**src/rtl/keccak_squeeze_out.sv**
```systemverilog
// keccak_squeeze_out
// ------------------
// Squeeze-phase serialiser for a Keccak core. Each time the permutation
// finishes, the rate portion of the state is captured and streamed out
// lane by lane over a valid/ready handshake. Another permutation is
// requested whenever a block is exhausted and more output words are still
// owed. The squeeze ends after the requested number of words.
//
// Ports
//   clk           rising-edge clock
//   rst           synchronous active-low reset (0 = reset)
//   start_i       pulse in IDLE: begin a squeeze of out_len_i words
//   out_len_i     number of WORD_W words to emit (0 = finish immediately)
//   rate_i        rate bits of the current state, lane 0 in the low bits
//   rate_valid_i  pulse: permutation finished, rate_i valid
//   perm_req_o    pulse: run one more permutation
//   data_o        output word
//   valid_o       data_o valid
//   ready_i       consumer accepts data_o
//   last_o        data_o is the final word of the squeeze
//   busy_o        squeeze in progress
//   done_o        pulse: squeeze complete
module keccak_squeeze_out #(
    parameter int RATE_W = 1088,
    parameter int WORD_W = 64,
    parameter int LEN_W  = 16
) (
    input  logic              clk,
    input  logic              rst,
    input  logic              start_i,
    input  logic [LEN_W-1:0]  out_len_i,
    input  logic [RATE_W-1:0] rate_i,
    input  logic              rate_valid_i,
    output logic              perm_req_o,
    output logic [WORD_W-1:0] data_o,
    output logic              valid_o,
    input  logic              ready_i,
    output logic              last_o,
    output logic              busy_o,
    output logic              done_o
);

    localparam int WPB    = RATE_W / WORD_W;
    localparam int WIDX_W = (WPB > 1) ? $clog2(WPB) : 1;

    typedef enum logic [1:0] {
        IDLE,
        WAIT_BLOCK,
        EMIT,
        DONE
    } state_t;

    state_t             state_q,     state_d;
    logic [RATE_W-1:0]  rate_buf_q,  rate_buf_d;
    logic [LEN_W-1:0]   remaining_q, remaining_d;
    logic [WIDX_W-1:0]  widx_q,      widx_d;

    logic accept;

    // Outputs decode registered state only; valid_o never depends on ready_i.
    assign valid_o = (state_q == EMIT);
    assign data_o  = rate_buf_q[WORD_W-1:0];
    assign last_o  = (state_q == EMIT) && (remaining_q == LEN_W'(1));
    assign busy_o  = (state_q != IDLE);
    assign done_o  = (state_q == DONE);
    assign accept  = valid_o && ready_i;

    always_comb begin
        state_d     = state_q;
        rate_buf_d  = rate_buf_q;
        remaining_d = remaining_q;
        widx_d      = widx_q;
        perm_req_o  = 1'b0;

        case (state_q)
            IDLE: begin
                if (start_i) begin
                    if (out_len_i != '0) begin
                        remaining_d = out_len_i;
                        state_d     = WAIT_BLOCK;
                    end else begin
                        state_d = DONE;
                    end
                end
            end

            WAIT_BLOCK: begin
                if (rate_valid_i) begin
                    rate_buf_d = rate_i;
                    widx_d     = '0;
                    state_d    = EMIT;
                end
            end

            EMIT: begin
                if (accept) begin
                    rate_buf_d  = rate_buf_q >> WORD_W;
                    remaining_d = remaining_q - LEN_W'(1);
                    widx_d      = widx_q + WIDX_W'(1);
                    // Finishing the squeeze takes priority over the block
                    // boundary, so no surplus permutation is requested.
                    if (remaining_q == LEN_W'(1)) begin
                        state_d = DONE;
                    end else if (widx_q == WIDX_W'(WPB - 1)) begin
                        perm_req_o = 1'b1;
                        state_d    = WAIT_BLOCK;
                    end
                end
            end

            DONE: begin
                state_d = IDLE;
            end

            default: begin
                state_d = IDLE;
            end
        endcase
    end

    always_ff @(posedge clk) begin
        if (!rst) begin
            state_q     <= IDLE;
            rate_buf_q  <= '0;
            remaining_q <= '0;
            widx_q      <= '0;
        end else begin
            state_q     <= state_d;
            rate_buf_q  <= rate_buf_d;
            remaining_q <= remaining_d;
            widx_q      <= widx_d;
        end
    end

endmodule

```
**config.mk**
```make
export PLATFORM = sky130hd
export DESIGN_NAME = keccak_squeeze_out
export DESIGN_NICKNAME = d
export VERILOG_FILES = /design/src/rtl/keccak_squeeze_out.sv
export SDC_FILE = /design/constraint.sdc
export NUM_CORES = 2
export LEC_CHECK = 0
export ABC_AREA = 1
export CORE_AREA = 2 2 463 465
export CTS_CLUSTER_DIAMETER = 150
export CTS_CLUSTER_SIZE = 12
export DETAILED_ROUTE_END_ITERATION = 7
export DIE_AREA = 0 0 465 467
export PLACE_DENSITY = 0.52
export SYNTH_ARGS = -nofsm -noshare
export SYNTH_HDL_FRONTEND = slang
export SYNTH_SLANG_ARGS = --single-unit
```
**constraint.sdc**
```tcl
create_clock -name clk -period 3.2 [get_ports clk]
set_clock_uncertainty 0.1 [all_clocks]
set_input_delay 0.64 -clock clk [delete_from_list [all_inputs] [get_ports clk]]
set_output_delay 0.64 -clock clk [all_outputs]
set_load 0.02 [all_outputs]
```
==> flow_metrics.py <==
metrics = {
    "sta": {
        "relSlewSlack_pct": 28.3,
        "period_share_pct": 95.1,
        "fin_tns_setup_ns": 0,
        "setup_viol": 0,
        "worst_slew_pin_slew_ns": 1.08,
        "max_freq_ghz": 0.328,
        "period_needed_ns": 3.04,
        "drv_slew": 0,
        "hold_violations": 0,
        "rsz0062_at_grt": "false",
    },
    "synthesis": {
        "ys_ff_latch": 1111,
        "synth_nets": 7454,
        "ys_warn_count": 0,
        "synth_cell_types": 29,
        "netlist_instances": 6341,
        "syn_area_mm2": 0.0467,
        "seq_area_frac_synth_pct": 47.6,
        "syn_avg_cell_area_um2": 7.37,
    },
    "placement": {
        "dp_hpwl_mm": 177,
        "place.port_buffers": 1177,
        "placed_area_mm2": 0.0607,
        "place.gp.congestion": 0.934,
    },
    "critical_path": {
        "start_kind": "flop",
        "worstReg2RegStart": "state_q[1]$_SDFFE_PN0P_",
        "setup.worst_path.end_class": "primary output",
        "arrival_ns": 2.30,
        "startpoint": "remaining_q[7]$_SDFFE_PN0P_",
        "path_max_fanout": 5,
        "path_class": "reg2out",
        "cp_data_required_time_ns": 2.46,
        "reg2reg_depth": 8,
    },
    "power": {
        "p_int_mw": 29.8,
        "swShare_pct": 38.9,
        "pwr-share-clk_pct": 23.6,
        "powerDensity_mw_per_mm2": 767,
        "p_switching_mw": 19.0,
        "leakage_nw": 23.3,
        "vdd_drop_max_v": 0.000523,
        "power_frac_seq_pct": 41.9,
        "p_comb_share_pct": 34.5,
    },
    "drt": {
        "vias": 48300,
        "drc": 0,
        "wl_per_cell_um": 23.3,
        "drt_iter0_drc": 4107,
        "drt.antenna.violating_nets": 0,
        "routed_via_density": 4.84,
        "drt_wl_total_mm": 233,
        "firstDrtPassIters": 6,
    },
    "layout": {
        "fin_area_mm2": 0.0637,
        "final_core_util_pct": 30.1,
        "final_nets": 8216,
        "nFillCells": 23100,
        "multi_input_area_mm2": 0.0212,
        "final_common_cell": "nand2_1",
        "final_cell_mix": "nand2_1, clkdlybuf4s50_1, dfxtp_1",
        "area_growth_pct": 36.3,
        "drive_above_1_share_pct": 4.02,
        "regArea_mm2": 0.0222,
    },
    "clock_tree": {
        "tritoncts": "done",
        "worstSkewPairLatency_ns": 0.76,
        "clkTransAtPathRegs_ns": 0.07,
        "clock_path_buffers": 3,
        "cts_buffers": 104,
        "cts_root_buf": "clkbuf_16",
        "htreeDepth": 3,
        "clkSinkCount": 1111,
    },
    "floorplanning": {
        "row_count": 169,
        "fp.dieH_um": 467,
        "coreArea_mm2": 0.212,
        "dieArea_mm2": 0.217,
        "io-pin-count": 1178,
        "start_util_pct": 22.1,
        "die_x_um": 465,
    },
    "global_routing": {
        "grt.overflow.total": 0,
        "grt_usage_pct": 20.2,
        "antenna_found_initial": 94,
        "grt_pass1_wl_mm": 323,
        "grt_max_degree": 201,
        "grt_pass1_vias": 45600,
    },
    "min_path": {
        "worstHoldPathCells": 3,
        "hold_path.class": "in2reg",
        "worstHoldStart": "rst",
    },
    "flow_run": {
        "maxCapViolCount": 0,
    },
    "run_status": {
        "status": "complete, no violations",
    },
}
-- final cells by class --
| class | instances | area share (%) |
|---|---|---|
| Sequential cell | 1111 | 34.9 |
| Multi-Input combinational cell | 4517 | 33.3 |
| Timing Repair Buffer | 1325 | 21.4 |
| Tap cell | 2821 | 5.54 |
| Clock buffer | 106 | 4.13 |
| Clock inverter | 11 | 0.273 |
| Inverter | 44 | 0.271 |
| Antenna cell | 45 | 0.177 |
-- state kept, by name (all words and copies together) (netlist names) --
| register | flops |
|---|---|
| widx_q | 5 |
| state_q | 2 |
| remaining_q | 16 |
| rate_buf_q | 1088 |
-- through the flow --
stage / cells / worst slack, ns / hold slack [ns] / power [mW]
finish: 9980 / 0.155 / 0.282 / 48.8
global route: 9964 / 0.0192 / 0.249 / 51.8
CTS: 9935 / 0.0157 / 0.212 / 49.2
detailed placement: 9817 / 0.0603 / 0.352 / 37.5
global placement: 9817 / -0.0169 / 0.349 / 37.2
floorplan: 6341 / 0.631 / 0.340 / 30.6
-- synthesized netlist by cell type (all sizes together) --
library cell	instances	area, um2
nand2	2192	8240
dfxtp	1111	22200
o21ai	1038	5190
a31oi	1024	6410
buf	378	2090
clkbuf	291	1090
nand3	93	465
a21oi	83	419
nor2	63	239
inv	44	165
nand4	7	43.8
ha	4	50.1
nor3	3	15.0
a211oi	2	15.0
nand3b	2	15.0
nor3b	1	7.51
nor4	1	6.26
o2111ai	1	8.76
o21bai	1	7.51
or2	1	6.26
xor2	1	8.76
-- power by group through the flow --
stage	sequential, mW	clock (mW)	combinational (mW)
floorplan	19.5	0	11.1
global placement	20.6	0	16.6
detailed placement	20.7	0	16.8
CTS	20.4	11.9	16.9
global route	20.8	12.4	18.6
finish	20.5	11.5	16.8
-- repair_timing --
item                                    in CTS  in global routing
resized for setup                           15                  3
hold buffers                                 0                  0
pin swaps                                    4                  2
endpoints found under the setup margin       3                  1
buffers inserted                             2                  0
-- logic make-up (layout without fill, tap and decap cells) --
group	Yosys count	after routing	share of synthesized area, %
buffers and inverters	713	1486	7.17
flip-flops	1111	1111	47.6
AND/OR/NAND/NOR	2363	2363	19.3
adder cells (fa/ha/maj)	4	4	0.107
other	0	45	0
AO/OA/AOI/OAI	2149	2149	25.8
XOR/XNOR	1	1	0.0187
-- metal layers --
metal  track usage [%]  part of all wire [%]  wire length (um)  up-vias
met2              34.0                    47            110000     1678
li1                  -                     -                 -    23400
met5                 0                  0.21               490        -
met1              24.9                    42             97300    22800
met3              4.52                   6.7             15500      347
met4              8.24                   3.9              9160       76
-- worst max-delay path, stage by stage, from the launching register on --
cell,delay [ns]
dfxtp_2,0.36
nor2_4,0.15
inv_1,0.10
nor2_4,0.13
nand4_1,0.18
nor4_4,0.41
buf_2,0.23
-- final timing paths --
| kind | to | slack [ns] |
|---|---|---|
| max reg2reg | rate_buf_q[497]$_SDFFE_PN0P_ | 0.49 |
| min | rate_buf_q[98]$_SDFFE_PN0P_ | 0.28 |
| min reg2reg | rate_buf_q[1074]$_SDFFE_PN0P_ | 0.36 |
| max | last_o | 0.16 |
No activity file was read; power rests on OpenSTA's default activity.
